`config.mk`:
```
export PLATFORM = sky130hd
export DESIGN_NAME = lns_dot_sequencer
export DESIGN_NICKNAME = d
export VERILOG_FILES = /design/src/rtl/lns_dot_sequencer.sv
export SDC_FILE = /design/constraint.sdc
export NUM_CORES = 1
export LEC_CHECK = 0
export BUFFER_PORTS_ARGS = -buffer_cell sky130_fd_sc_hd__buf_4
export CAP_MARGIN = 0
export CORE_AREA = 2 2 83 100
export DETAILED_ROUTE_END_ITERATION = 12
export DIE_AREA = 0 0 85 102
export PLACE_DENSITY = 0.64
export SYNTH_ARGS = -nofsm -noshare
export SYNTH_HDL_FRONTEND = slang
export SYNTH_SLANG_ARGS = --single-unit
```
`constraint.sdc`:
```
create_clock -name clk -period 3.2 [get_ports clk]
set_input_delay 0.16 -clock clk [delete_from_list [all_inputs] [get_ports clk]]
set_output_delay 0.16 -clock clk [all_outputs]
set_load 0.01 [all_outputs]
```
`src/rtl/lns_dot_sequencer.sv`:
```
// rtl/lns_dot_sequencer.sv - sequences one log_mac through N-term dot products
module lns_dot_sequencer #(
  parameter int IN_BITS  = 8,
  parameter int OUT_BITS = 16,
  parameter int LEN_BITS = 8
) (
  input  logic                clk,
  input  logic                rstn,
  input  logic                start,
  input  logic                abort,
  input  logic [LEN_BITS-1:0] cfg_len,
  output logic                busy,
  output logic                done,
  input  logic                op_valid,
  output logic                op_enable,
  input  logic [IN_BITS:0]    op_x,
  input  logic [IN_BITS:0]    op_y,
  input  logic                op_x_nat_sign,
  input  logic                op_y_nat_sign,
  output logic                mac_clr,
  output logic                mac_data_in_valid,
  input  logic                mac_data_in_enable,
  output logic [IN_BITS:0]    mac_x,
  output logic [IN_BITS:0]    mac_y,
  output logic                mac_x_nat_sign,
  output logic                mac_y_nat_sign,
  input  logic                mac_data_out_valid,
  output logic                mac_data_out_enable,
  input  logic [OUT_BITS:0]   mac_accum,
  input  logic                mac_accum_nat_sign,
  output logic                res_valid,
  input  logic                res_enable,
  output logic [OUT_BITS:0]   res_data,
  output logic                res_nat_sign
);

  typedef enum logic [2:0] {
    S_IDLE,
    S_CLEAR,
    S_STREAM,
    S_DRAIN,
    S_OUTPUT
  } state_t;

  localparam logic [LEN_BITS-1:0] CNT_ONE = LEN_BITS'(1);

  state_t              state, state_nxt;
  logic [LEN_BITS-1:0] len_r, len_nxt;
  logic [LEN_BITS-1:0] iss_cnt, iss_cnt_nxt, iss_inc;
  logic [LEN_BITS-1:0] ret_cnt, ret_cnt_nxt, ret_inc;
  logic [OUT_BITS:0]   res_data_nxt;
  logic                res_sign_nxt;
  logic                issue;

  assign mac_x               = op_x;
  assign mac_y               = op_y;
  assign mac_x_nat_sign      = op_x_nat_sign;
  assign mac_y_nat_sign      = op_y_nat_sign;
  assign mac_data_out_enable = 1'b1;

  assign busy              = (state != S_IDLE);
  assign op_enable         = mac_data_in_enable & (state == S_STREAM);
  assign mac_data_in_valid = op_valid & (state == S_STREAM);
  assign res_valid         = (state == S_OUTPUT);

  assign issue   = op_valid & op_enable;
  assign iss_inc = iss_cnt + CNT_ONE;
  assign ret_inc = ret_cnt + CNT_ONE;

  always_ff @(posedge clk or negedge rstn) begin
    if (!rstn) begin
      state        <= S_IDLE;
      len_r        <= '0;
      iss_cnt      <= '0;
      ret_cnt      <= '0;
      res_data     <= '0;
      res_nat_sign <= 1'b0;
    end else begin
      state        <= state_nxt;
      len_r        <= len_nxt;
      iss_cnt      <= iss_cnt_nxt;
      ret_cnt      <= ret_cnt_nxt;
      res_data     <= res_data_nxt;
      res_nat_sign <= res_sign_nxt;
    end
  end

  always_comb begin
    state_nxt    = state;
    len_nxt      = len_r;
    iss_cnt_nxt  = iss_cnt;
    ret_cnt_nxt  = ret_cnt;
    res_data_nxt = res_data;
    res_sign_nxt = res_nat_sign;
    mac_clr      = 1'b0;
    done         = 1'b0;

    case (state)
      S_IDLE: begin
        if (start && (cfg_len != '0)) begin
          len_nxt   = cfg_len;
          state_nxt = S_CLEAR;
        end
      end
      S_CLEAR: begin
        mac_clr     = 1'b1;
        iss_cnt_nxt = '0;
        ret_cnt_nxt = '0;
        state_nxt   = S_STREAM;
      end
      S_STREAM: begin
        // log_mac latency guarantees the Nth return cannot land here
        if (issue) begin
          iss_cnt_nxt = iss_inc;
          if (iss_inc == len_r) state_nxt = S_DRAIN;
        end
        if (mac_data_out_valid) ret_cnt_nxt = ret_inc;
      end
      S_DRAIN: begin
        if (mac_data_out_valid) begin
          ret_cnt_nxt = ret_inc;
          if (ret_inc == len_r) begin
            res_data_nxt = mac_accum;
            res_sign_nxt = mac_accum_nat_sign;
            state_nxt    = S_OUTPUT;
          end
        end
      end
      S_OUTPUT: begin
        if (res_enable) begin
          done      = 1'b1;
          state_nxt = S_IDLE;
        end
      end
      default: state_nxt = S_IDLE;
    endcase

    // abort overrides everything, including a same-cycle capture or handshake
    if (abort && (state != S_IDLE)) begin
      state_nxt    = S_IDLE;
      iss_cnt_nxt  = '0;
      ret_cnt_nxt  = '0;
      res_data_nxt = res_data;
      res_sign_nxt = res_nat_sign;
      mac_clr      = 1'b1;
      done         = 1'b0;
    end
  end

endmodule

```
# Yosys cells after proc, flatten, opt, wreduce, memory -nomap -nowiden
# Index checks and enable logic that the tools add are counted.
[classes]
reduce_logical = 13
mux = 19
addsub = 2
n_bitwise = 4
eq_ne = 13
[op_table]
columns = ["operator", "count"]
rows = [
  ["two-way mux 8 bit", 4],
  ["one-hot mux 8 bit (2 select lines)", 2],
  ["two-way mux 3 bit", 7],
  ["adder 8 x 1 -> 8 bit (second input constant)", 2],
  ["equality test 8 bit", 2],
  ["one-hot mux 3 bit (5 select lines)", 1],
  ["inequality test 3 x 1 -> 1 bit (second input constant)", 3],
  ["inequality test 3 bit (second input constant)", 3],
  ["nonzero test 3 bit", 3],
  ["nonzero test 8 bit", 1],
  ["equality test 3 x 2 -> 1 bit (second input constant)", 2],
  ["AND reduction 2 bit", 3],
  ["AND reduction 6 bit", 1],
  ["two-way mux 1 bit", 5],
  ["AND reduction 4 bit", 1],
  ["bitwise AND 1 bit", 3],
  ["equality test 3 x 1 -> 1 bit (second input constant)", 1],
  ["equality test 3 bit (second input constant)", 1],
  ["zero test 3 bit", 1],
  ["inequality test 3 x 2 -> 1 bit (second input constant)", 1],
  ["logical AND 1 bit", 2],
  ["OR reduction 2 bit", 1],
  ["inverter 1 bit", 1],
]
[word_totals]
ff_bits = 45
elab_cells = 57
input_bits = 54
output_inout_bits = 45

# Longest topological paths before layout
[logic_depth]
depth_word = 6
mapped_depth = 8
ltp_nobuf = 7

# Least setup slack after synthesis
# No wires, ideal clock.
[synth_path]
path_kind = "register -> register"
startpoint = "reg ret_cnt[0]"
endpoint = "reg res_data[0]"
t_required_ns = 3.075
path_stages_with_launch = 9
setup_time_ns = 0.125
path_slack_ns = 0.582
synth_period_minus_slack_ns = 2.618
arrival_time_ns = 2.493
n_path_buf = 1
cell_sequence = "dfrtp_1 -> ha_1 -> xnor2_1 -> xnor2_1 -> nor4_2 -> o2111ai_2 -> nor4_4 -> buf_6 -> mux2_2"
[synth_via]
elab_chain_len = 3
[synth_lines]
columns = ["item", "line", "source"]
rows = [
  ["from (decl)", "50", "logic [LEN_BITS-1:0] ret_cnt, ret_cnt_nxt, ret_inc;"],
  ["from (signal assigned)", "82", "ret_cnt <= ret_cnt_nxt;"],
  ["adder 8 x 1 -> 8 bit", "68", "assign ret_inc = ret_cnt + CNT_ONE;"],
  ["equality test 8 bit", "122", "if (ret_inc == len_r) begin"],
  ["AND reduction 4 bit (no source line)", "-", ""],
  ["to (signal assigned)", "83", "res_data <= res_data_nxt;"],
  ["to (decl)", "33", "output logic [OUT_BITS:0] res_data,"],
]
# Every way passes these cells.
# A chain may end at the register's enable or synchronous reset.

# Final worst setup path
[layout_path]
startpoint = "reg ret_cnt[0]"
endpoint = "reg res_data[7]"
# Same word-level chain as after synthesis.

==> impl_metrics.tcl <==
set metrics [dict create \
    area_growth_pct 17.8 \
    antenna_found_initial 0 \
    power.density_mw_per_mm2 538 \
    grt_pass1_vias 1953 \
    final_hold_viol_count 0 \
    ant_nets 0 \
    ys_types 46 \
    p_int_w 0.00111 \
    fillers 763 \
    yosys-top-cells-count "dfrtp_1, o21ai_0, mux2_2" \
    hold_depth 2 \
    cap_viol_max_count 0 \
    crit_path_start "ret_cnt[0]" \
    initial_utilization_pct 34.3 \
    worstReg2RegEnd "res_data[7]" \
    dp_hpwl_mm 4.19 \
    switching_share_pct 33.3 \
    fin_tns_setup_ps 0 \
    grt_pass1_wl_mm 9.24 \
    hp-start "abort" \
    tightestPinTransition_ps 772 \
    postCtsSetupRepairBufs 0 \
    setup_viol 0 \
    power_frac_seq_pct 45.9 \
    crit_arrival_ps 2930 \
    avgSynthCellArea_um2 10.1 \
    cpPeakStageDelay_ps 460 \
    vias_per_cell 5.24 \
    fp.dieW_um 85 \
    peakVddDrop_v 0.000275 \
    numCtsBuffers 5 \
    cp_slowest_cell "dfrtp_1" \
    status "finished, final reports clean" \
    worstHoldPathType "in -> reg" \
    synth.area.top_cells "dfrtp_1, mux2_2, buf_4, o21ai_0, xnor2_1" \
    critPathKind "reg -> reg" \
    max-clock-path-buffers 2 \
    rsz0062_at_grt "no" \
    gr-usage-all-layers_pct 13.5 \
    synth_nets 316 \
    netlist_area_mm2 0.00263 \
    num_io_pins 99 \
    synth_cells 260 \
    yosysSeqAreaShare_pct 42.9 \
    async_reset_ff_share_pct 100 \
    totalWireLength_mm 5.58 \
    fp.dieArea_mm2 0.00867 \
    post-route-period-util_pct 85.8 \
    crit_required_ps 3390 \
    drt-wirelength-per-cell_um 14.4 \
    p_leak_nw 1.40 \
    reg2reg_depth 8 \
    vias 2034 \
    nets 352 \
    drt_iter0_markers 96 \
    reg2reg_from "ret_cnt[0]" \
    drv_slew 0 \
    post-synth-top-count-cell "dfrtp_1" \
    port_buffers 57 \
    clock_sinks 45 \
    gr-total-overflow 0 \
    path_max_fanout 18 \
    yosys_warnings 0 \
    synth_edf_count 0 \
    power_w 0.00166 \
    slew_headroom_pct 48.2 \
    synth.top_cell.area_share_pct 42.9 \
    synth_seq_cells 45 \
    finalClockSkew_ps 7.07 \
    synth_top_flop_cell "dfrtp_1" \
    antenna_cells 0 \
    fp-row-count 35 \
    die_h_um 102 \
    fmax_ghz 0.364 \
    drt_pre_antenna_iters 4 \
    gp_congestion 0.800 \
    fin_area_mm2 0.00309 \
    htreeDepth 2 \
    path_cells "ha_1, xnor2_1, o21ai_0, nor4_2, o2111ai_2, nor4_4, buf_4, mux2_2" \
    clk_latency_ps 300 \
    clockRootBuffer "clkbuf_8" \
    fin_crit_ps 2750 \
    p_comb_share_pct 29.0 \
    cp-start-kind "flip-flop" \
    reg2reg_slack_ps 450 \
    clkPwrFrac_pct 25.1 \
    switchingPower_w 0.000554 \
    cts_tree "yes" \
    layout-drive-gt1-share_pct 34.1 \
    core_mm2 0.00766 \
    drcViolationCount 0 \
    place_area_mm2 0.00298 \
    yosysTopAreaCell "dfrtp_1" \
    grt_max_degree 46 \
    clkTransAtPathRegs_ps 80 \
    hold_end "state[2]" \
    end_kind "flip-flop" \
]
[cell families (layout without fill, tap and decap cells)]
group / after synthesis / after routing / synth area share [%]
XOR/XNOR: 19 / 19 / 6.34
buffers and inverters: 36 / 72 / 8.48
adder cells (fa/ha/maj): 2 / 2 / 0.953
AO/OA/AOI/OAI: 56 / 56 / 13.1
multiplexers: 26 / 26 / 11.2
flip-flops: 45 / 45 / 42.9
other: 1 / 1 / 0.143
AND/OR/NAND/NOR: 75 / 75 / 17.0
[flip-flops by register name, indices dropped and copies added (netlist names)]
name and cells:
res_data 17, ret_cnt 8, state 3, res_nat_sign 1, len_r 8, iss_cnt 8
[through the flow]
stage               util, %  setup slack, ps  std cells  hold slack, ps
CTS                    40.4              410        388            67.6
finish                 40.4              454        388            80.0
global route           40.4              288        388            69.4
floorplan                 -              582        260            -136
global placement       38.9              512        380             204
detailed placement     38.9              439        380             202
[power groups by stage]
stage	clock network [W]	registers, W	logic [W]
final	0.000418	0.000763	0.000482
after global routing	0.000461	0.000780	0.000532
after CTS	0.000437	0.000764	0.000490
after detailed placement	0	0.000776	0.000485
after global placement	0	0.000771	0.000473
after floorplan	0	0.000727	0.000388
[critical path: cells and delay by family (launching register included)]
kind,cells,cell delay (ps)
adders and majority gates,1,360
DFF,1,460
AOI/OAI and AO/OA,2,400
muxes,1,370
xor gates and xnor gates,1,170
buffers and inverters,1,300
and+or+nand+nor,2,570
[layer usage]
| metal | track usage (%) | wire [µm] | vias to the layer above |
|---|---|---|---|
| li1 | - | - | 985 |
| met2 | 23.3 | 2910 | 39 |
| met1 | 16.5 | 2330 | 1004 |
| met5 | 0 | 0 | - |
| met3 | 2.83 | 282 | 6 |
| met4 | 5.37 | 55 | 0 |
[timing repair]
action                                 in CTS  in global routing
gates resized for setup                     0                  0
hold buffers                                1                  0
endpoints found under the hold margin      45                  0
[layout make-up]
class	count	area, µm²	share of cell area, %
Clock inverter	2	35.0	1.13
Timing Repair Buffer	60	453	14.6
Tap cell	92	115	3.72
Sequential cell	45	1130	36.4
Multi-Input combinational cell	179	1280	41.3
Inverter	5	18.8	0.607
Clock buffer	5	68.8	2.22
[worst max-delay path by stage]
stage | endpoint | slack [ps] | depth (start not counted)
after floorplan | res_data[0] | 580 | 8
after global placement | res_data[2] | 510 | 8
after detailed placement | res_data[7] | 440 | 8
after CTS | res_data[7] | 410 | 8
after global routing | res_data[7] | 290 | 8
final | res_data[7] | 450 | 8
[cells in the final DEF, fill, tap and decap left out, types with 3 or more instances in the layout]
cell type and n:
and3_1 4, inv_1 5, nor2_1 12, nor2b_1 8, xnor2_1 12, nand3_1 10, dfrtp_1 45, mux2_2 26
buf_4 59, o21ai_0 27, nand4_1 3, nand2b_1 5, nand2_1 11, or3_1 5, o31ai_1 9, xor2_1 7
a21oi_1 7, nor4_1 3, clkbuf_8 5
(Power assumes the default switching activity.)
